--- src/rtl/autocorr_product_gen_pkg.sv ---
// Shared RACE-filter definitions: lag-count constants, control state encoding
// and a signed saturation helper used by the product generator and the smoother.
package autocorr_product_gen_pkg;

  localparam int RACE_L = 7;
  localparam int N_LAGS = 2 * RACE_L + 1;
  localparam int LAG_W  = $clog2(N_LAGS);

  typedef enum logic {
    IDLE = 1'b0,
    RUN  = 1'b1
  } state_e;

  // Clamp a sign-extended value to the range of a w-bit signed number.
  function automatic logic signed [63:0] sat_signed(input logic signed [63:0] v,
                                                    input int w);
    logic signed [63:0] mx;
    logic signed [63:0] mn;
    mx = (64'sd1 <<< (w - 1)) - 64'sd1;
    mn = -mx - 64'sd1;
    if (v > mx) begin
      return mx;
    end else if (v < mn) begin
      return mn;
    end
    return v;
  endfunction

endpackage

--- src/rtl/autocorr_product_gen_round_sat_shift.sv ---
// Combinational round-half-up arithmetic right shift followed by signed saturation.
// Zero latency; the caller registers the result.
module round_sat_shift
  import autocorr_product_gen_pkg::*;
#(
  parameter int IN_W  = 32,
  parameter int SHIFT = 15,
  parameter int OUT_W = 17
) (
  input  logic signed [IN_W-1:0]  val_i,
  output logic signed [OUT_W-1:0] res_o
);

  localparam int SW = IN_W + 1;
  localparam int HS = (SHIFT > 0) ? SHIFT - 1 : 0;
  localparam logic signed [SW-1:0] HALF = (SHIFT > 0) ? (SW'(1) << HS) : '0;

  // One guard bit keeps the rounding add from wrapping at the positive extreme.
  logic signed [SW-1:0] ext;
  logic signed [SW-1:0] shifted;
  logic signed [63:0]   wide;

  assign ext     = {val_i[IN_W-1], val_i};
  assign shifted = (ext + HALF) >>> SHIFT;
  assign wide    = 64'(shifted);
  assign res_o   = OUT_W'(sat_signed(wide, OUT_W));

endmodule

--- src/rtl/autocorr_product_gen.sv ---
// Emits x(n)*x(n-k), k = 0..2L, one per clock after each accepted sample, with an
// enable strobe per product; new samples are refused (and flagged) while a frame runs.
module autocorr_product_gen
  import autocorr_product_gen_pkg::*;
#(
  parameter  int L          = 7,
  parameter  int DATA_SIZE  = 16,
  parameter  int OUT_SIZE   = 17,
  parameter  int PROD_SHIFT = 15,
  localparam int N_L        = 2 * L + 1,
  localparam int LW         = $clog2(N_L)
) (
  input  logic                        clk,
  input  logic                        rst,
  input  logic signed [DATA_SIZE-1:0] in,
  input  logic                        in_valid,
  output logic                        in_ready,
  output logic signed [OUT_SIZE-1:0]  out,
  output logic                        out_en,
  output logic [LW-1:0]               out_lag,
  output logic                        frame_start,
  output logic                        overrun
);

  state_e                      state_q, state_d;
  logic [LW-1:0]               k_q, k_d;
  logic signed [DATA_SIZE-1:0] hist_q [N_L];
  logic signed [DATA_SIZE-1:0] hist_d [N_L];
  logic signed [OUT_SIZE-1:0]  out_q, out_d;
  logic                        out_en_q, out_en_d;
  logic [LW-1:0]               out_lag_q, out_lag_d;
  logic                        frame_start_q, frame_start_d;
  logic                        overrun_q, overrun_d;

  logic signed [2*DATA_SIZE-1:0] prod;
  logic signed [OUT_SIZE-1:0]    prod_rs;

  assign prod = hist_q[0] * hist_q[k_q];

  round_sat_shift #(
    .IN_W (2 * DATA_SIZE),
    .SHIFT(PROD_SHIFT),
    .OUT_W(OUT_SIZE)
  ) u_round_sat_shift (
    .val_i(prod),
    .res_o(prod_rs)
  );

  assign in_ready = (state_q == IDLE);

  always_comb begin
    state_d       = state_q;
    k_d           = k_q;
    hist_d        = hist_q;
    out_d         = out_q;
    out_en_d      = 1'b0;
    out_lag_d     = out_lag_q;
    frame_start_d = 1'b0;
    overrun_d     = overrun_q | (in_valid & ~in_ready);
    case (state_q)
      IDLE: begin
        if (in_valid) begin
          for (int i = N_L - 1; i > 0; i--) begin
            hist_d[i] = hist_q[i-1];
          end
          hist_d[0] = in;
          k_d       = '0;
          state_d   = RUN;
        end
      end
      RUN: begin
        out_d         = prod_rs;
        out_lag_d     = k_q;
        out_en_d      = 1'b1;
        frame_start_d = (k_q == '0);
        // The frame always runs to the last lag so downstream tap counting stays aligned.
        if (k_q == LW'(N_L - 1)) begin
          state_d = IDLE;
        end else begin
          k_d = k_q + 1'b1;
        end
      end
      default: state_d = IDLE;
    endcase
  end

  always_ff @(posedge clk) begin
    if (rst) begin
      state_q       <= IDLE;
      k_q           <= '0;
      out_q         <= '0;
      out_en_q      <= 1'b0;
      out_lag_q     <= '0;
      frame_start_q <= 1'b0;
      overrun_q     <= 1'b0;
      for (int i = 0; i < N_L; i++) begin
        hist_q[i] <= '0;
      end
    end else begin
      state_q       <= state_d;
      k_q           <= k_d;
      out_q         <= out_d;
      out_en_q      <= out_en_d;
      out_lag_q     <= out_lag_d;
      frame_start_q <= frame_start_d;
      overrun_q     <= overrun_d;
      for (int i = 0; i < N_L; i++) begin
        hist_q[i] <= hist_d[i];
      end
    end
  end

  assign out         = out_q;
  assign out_en      = out_en_q;
  assign out_lag     = out_lag_q;
  assign frame_start = frame_start_q;
  assign overrun     = overrun_q;

endmodule

--- config.mk ---
export PLATFORM = sky130hd
export DESIGN_NAME = autocorr_product_gen
export DESIGN_NICKNAME = d
export VERILOG_FILES = /design/src/rtl/autocorr_product_gen_pkg.sv /design/src/rtl/autocorr_product_gen_round_sat_shift.sv /design/src/rtl/autocorr_product_gen.sv
export SDC_FILE = /design/constraint.sdc
export NUM_CORES = 1
export LEC_CHECK = 0
export BUFFER_PORTS_ARGS = -buffer_cell sky130_fd_sc_hd__buf_4
export CAP_MARGIN = 20
export CORE_AREA = 2 2 221 223
export DETAILED_ROUTE_END_ITERATION = 8
export DIE_AREA = 0 0 223 225
export SETUP_SLACK_MARGIN = 0.2
export SYNTH_ARGS = -nofsm -noshare
export SYNTH_HDL_FRONTEND = slang
export SYNTH_SLANG_ARGS = --single-unit
--- constraint.sdc ---
create_clock -name clk -period 15.8 [get_ports clk]
set_clock_uncertainty 0.2 [all_clocks]
set_input_delay 0.79 -clock clk [delete_from_list [all_inputs] [get_ports clk]]
set_output_delay 0.79 -clock clk [all_outputs]
set_load 0.02 [all_outputs]
### Word level (Yosys, flattened, before mapping)

Index checks and enable logic that the tools add are counted.
W data, S select, Z words.

* register bits: 269
* input port bits: 19
* output and inout port bits: 25
* logic and storage cells: 54

* add/subtract/negate cells: 2
* multipliers: 1
* $lt $le $gt $ge: 3
* equality and inequality tests: 3
* muxes and demuxes: 15
* bitwise operators: 4
* reductions and logical operators: 4

Operators by type and width (count)
* $bmux W16 S4: 1
* $mux W17: 3
* $add A32 B16 Y33 const B: 1
* $mul A16 B16 Y32: 1
* $mux W16: 2
* $gt A18 B17 Y1 const B: 1
* $lt A18 B17 Y1 const B: 1
* $mux W4: 2
* $pmux W4 S2: 1
* $ge A5 B5 Y1 const B: 1
* $mux W1: 5
* $not A4 Y5: 1
* $add A4 B1 Y4 const B: 1
* $eq A4 B4 Y1 const B: 1
* $logic_not A4 Y1: 1
* $ne A2 B2 Y1 const B: 2
* $reduce_and A2 Y1: 2
* $pmux W1 S2: 1
* $reduce_or A2 Y1: 1
* $and A1 B1 Y1: 1
* $not A1 Y1: 1
* $or A1 B1 Y1: 1

### Longest topological paths before layout

* depth in word-level cells: 10
* gate-level depth with buffers: 33
* depth with buffers taken out: 28

### Cells and area by module

Synthesis repeated with hierarchy kept, for this count alone.

* cell total of the unflattened synthesis: 2515
* area, all modules: 21843.4 um2

By module, submodules not included
* autocorr_product_gen: times used 1, cells each 2432, area each 21315.4 um2, seq. area each 5385.2 um2
* round_sat_shift: times used 1, cells each 83, area each 528.0 um2, seq. area each 0.0 um2

### Worst setup path after synthesis

No wires, ideal clock.

* kind: register to register
* start point: register k_q[0]
* end point: register out_q[10], in the netlist out[10]
* library setup time: 0.080 ns
* arrival time: 8.291 ns
* required time: 15.520 ns
* path slack: 7.229 ns
* cell stages (with the launch flop): 30
* buffers on the path: 5
* period minus slack after synthesis: 8.571 ns
* path through: dfxtp_1 > buf_2 > buf_2 > buf_1 > mux4_2 > mux4_2 > clkbuf_1 > and2_1 > fa_1 > inv_1 > fa_1 > fa_1 > inv_1 > fa_1 > fa_1 > inv_1 > fa_1 > inv_1 > ha_1 > and4_1 > and2_1 > nand2_1 > nor4b_1 > o31ai_2 > a21oi_1 > mux2i_1 > nor2_2 > buf_6 > maj3_2 > a211oi_2

* longest elaborated chain between the ends: 10
* elaborated cells between the ends (all ways): 12
* classes of those cells: add/sub (1); mul (1); order compare (2); mux (7); bitwise (1)

RTL lines
* start, declared: line autocorr_product_gen.sv:26 `logic [LW-1:0] k_q, k_d;`
* start signal, assigned: line autocorr_product_gen.sv:101 `k_q <= k_d;`
* $not A4 Y5 (implied by the code) *: line autocorr_product_gen.sv:38 `assign prod = hist_q[0] * hist_q[k_q];`
* $bmux W16 S4 *: line autocorr_product_gen.sv:38
* $mux W16 (implied by the code) * (2 in a row): line autocorr_product_gen.sv:38
* $mul A16 B16 Y32 *: line autocorr_product_gen.sv:38
* $add A32 B16 Y33 *: line autocorr_product_gen_round_sat_shift.sv:24 `assign shifted = (ext + HALF) >>> SHIFT;`
* $lt A18 B17 Y1: line autocorr_product_gen_pkg.sv:23 `end else if (v < mn) begin`
* $mux W1: line autocorr_product_gen_pkg.sv:23
* $mux W1: line autocorr_product_gen_pkg.sv:21 `if (v > mx) begin`
* $mux W17 *: line autocorr_product_gen_pkg.sv:26 `return v;`
* end signal, assigned: line autocorr_product_gen.sv:102 `out_q <= out_d;`
* end, declared: line autocorr_product_gen.sv:29 `logic signed [OUT_SIZE-1:0] out_q, out_d;`

Mark *: on every way between the ends. The rest lies on a longest branch, timed or not. The select of a mux whose other input is x is not followed.
A chain may end at the register's enable or synchronous reset.

### Final worst setup path

* start point: register k_q[0]
* end point: register out_q[7], in the netlist out[7]

The elaborated chain is that of the path after synthesis.

==> results.cfg <==
[timing]
final.hold.worst_slack_ns = 0.2514
final_hold_violations = 0
max-slew-margin-rel = 0.2034
timing.final.crit_share = 0.6042
rsz0062_at_grt = false
final-setup-viol-count = 0
timing_max_transition_violations_final = 0
tightest_slew_ns = 1.195
total_neg_setup_slack_ns = 0
max_freq_ghz = 0.1048
timing.final.crit_period_ns = 9.546

[worst_setup_path]
timing.critical_path.max_delay_family = adder cells
cpPeakStageDelay_ns = 0.71
setup.worst_path.end_class = register
crit_path_frequent_cell = fa_1
critPathMaxFanout = 35
reg2reg_slack_ns = 6.25
critPathBufInv = 5
crit_type = reg -> reg
crit_path_top_delay_cell = dfxtp_4
worstRegToRegCells = 25
startpoint_type = register
worst_ep_required_time_ns = 16.05
critical_path_arrival_ns = 9.79
cp_num_cells = 25

[synthesis]
yosys-top-cells-count = nand2_1, inv_1, dfxtp_1, fa_1, a21oi_1
synthTopCellsByArea = dfxtp_1, fa_1, nand2_1, a21oi_1, mux4_2
syn-num-nets = 2800
yosysMostFrequentCell = nand2_1
synth.distinct_cells = 60
synth_warnings = 0
synth_area_mm2 = 0.02133
synth_seq_area_share = 0.2524
synth_top_cell_area_share = 0.2524
syn_avg_cell_area_um2 = 8.769
synth_top_cell_by_area = dfxtp_1
synth_edf_count = 0
post_synth_inst_count = 2433
postSynthRegisterBits = 269
ys.flop_type = dfxtp_1
synth_async_sr_flop_share = 0

[grt]
first_pass_grt_wire_length_um = 83430
global_route.usage.total = 0.2026
globalRoute.totalOverflow = 0
grt_max_degree = 243
grt_antenna_before_repair = 0
first_global_vias = 16464

[route]
drtPass1Iterations = 5
drtAntennaViolNets = 0
wl_per_cell_um = 16.03
first_iter_violations = 1125
drt-total-wl_um = 48210
drt_drc_violations_left = 0
detail_route.vias_per_cell = 5.250
num_vias = 15791

[clocking]
numCtsBuffers = 29
clk_pin_slew_ns = 0.06
cts.repair.resized = 0
clk_latency_ns = 0.58
cts.hold.buffers_added = 0
clockBufferDepth = 3
cts_tree = done
cts_root_buffer = clkbuf_16
clock_sinks = 269
cts_setup_buffers = 0
cts-htree-levels = 1

[layout]
drive_above_1_share = 0.08608
syn_to_layout_area_delta_pct = 7.583
fillers = 4493
final_nets = 2738
insertedDiodeCount = 0

[power_and_ir_drop]
peak_supply_drop_uv = 109.1
cellPowerDensity_mw_per_mm2 = 78.22
static-leakage-power_nw = 9.705

[hold_path]
min_path_type = reg -> reg
min_delay_path_depth = 2

[floorplanning]
floorplan.initialDensity = 0.4487
placement_rows = 80
die-width_um = 223
core-area_mm2 = 0.04755
die-height_um = 225
dieArea_mm2 = 0.05018
floorplan.io_pins = 44

[run]
cap_violations = 0

[placed_design]
hpwl_um = 33550
numPortBuffers = 43
gpl.final_weighted_congestion = 0.8694

[run_status]
outcome = completed
power breakdown:
group          internal (mW)  switching [mW]
combinational          0.163           0.270
clock                  0.373           0.285
sequential             0.690          0.0153
total                   1.23           0.570
through the flow:
stage                     cell area, µm²  setup WS [ns]  power [mW]  utilization  instances
final                              22950          6.254       1.795       0.4827       3008
after detailed placement           21970          6.140       1.149       0.4622       2953
after CTS                          22900          6.110       1.814       0.4816       3006
after global routing               22950          5.641       1.897       0.4827       3008
after floorplan                    21330          7.229       1.043            -       2433
after global placement             21970          6.344       1.142       0.4622       2953
layer usage:
layer | global-route usage | part of all wire | up-vias
li1 | - | - | 7552
met1 | 0.2719 | 0.45 | 7886
met2 | 0.3527 | 0.49 | 294
met3 | 0.02321 | 0.037 | 59
met4 | 0.04568 | 0.022 | 0
met5 | 0 | 0 | -
registers in the layout (all words and copies together), names as in the netlist:
| name | count |
|---|---|
| overrun | 1 |
| k_q | 4 |
| out_en | 1 |
| state_q | 1 |
| frame_start | 1 |
| out | 17 |
| hist_q | 240 |
| out_lag | 4 |
layout make-up:
class,count,area (µm²),area share
clock inverter,11,76.32,0.003325
multi-input combinational,1708,14190,0.6182
sequential,269,5394,0.2350
timing repair buffer,68,569.3,0.02480
inverter,295,1107,0.04824
tap,615,769.5,0.03353
clock buffer,42,845.8,0.03685
path summary, 6_finish.rpt:
check,start,endpoint
setup / recovery,k_q[0]$_SDFFE_PP0P_,out[7]$_SDFFE_PP0P_
hold / removal,hist_q[4]$_SDFFE_PP0P_,hist_q[4]$_SDFFE_PP0P_
setup reg to reg,k_q[0]$_SDFFE_PP0P_,out[7]$_SDFFE_PP0P_
hold reg to reg,hist_q[4]$_SDFFE_PP0P_,hist_q[4]$_SDFFE_PP0P_
worst reg2reg max path, stage by stage (launching register included):
cell and delay [ns]:
dfxtp_4 0.71, buf_4 0.58, mux4_2 0.58, mux4_2 0.68, and2_1 0.27, inv_1 0.08
fa_1 0.48, inv_1 0.22, fa_1 0.48, fa_1 0.50, fa_1 0.51, fa_1 0.49
inv_1 0.05, fa_1 0.47, inv_1 0.04, ha_1 0.38, and4_1 0.24, and2_1 0.17
nand2_1 0.08, nor4b_1 0.64, o31ai_2 0.16, nand2_2 0.15, a41oi_2 0.15, xor2_2 0.68
maj3_2 0.36, a211oi_2 0.07
cells by family after synthesis:
group	share of synthesized area
compound gates	0.09753
xor+xnor	0.01062
fa+ha+maj	0.3056
buf+inv	0.08316
flops	0.2524
mux	0.07425
simple gates	0.1764
cell usage in the layout, fill, tap and decap left out, types with 6 or more instances in the layout:
cell and n:
inv_1 295, buf_4 64, dfxtp_1 266, maj3_2 9, nand4_1 10, clkbuf_8 6
fa_1 267, a211oi_1 9, clkinv_2 8, maj3_1 6, nor3_1 7, and2_1 141
a21oi_1 266, a21o_1 21, mux4_2 55, nand2_1 618, nor2_1 47, nand3_1 15
ha_1 81, nor2b_1 7, mux2i_1 30, a211oi_2 9, o21ai_0 22, clkbuf_16 30
clkbuf_1 7, xnor2_1 14, xor2_1 10
Power figures use the tool's default switching activity.
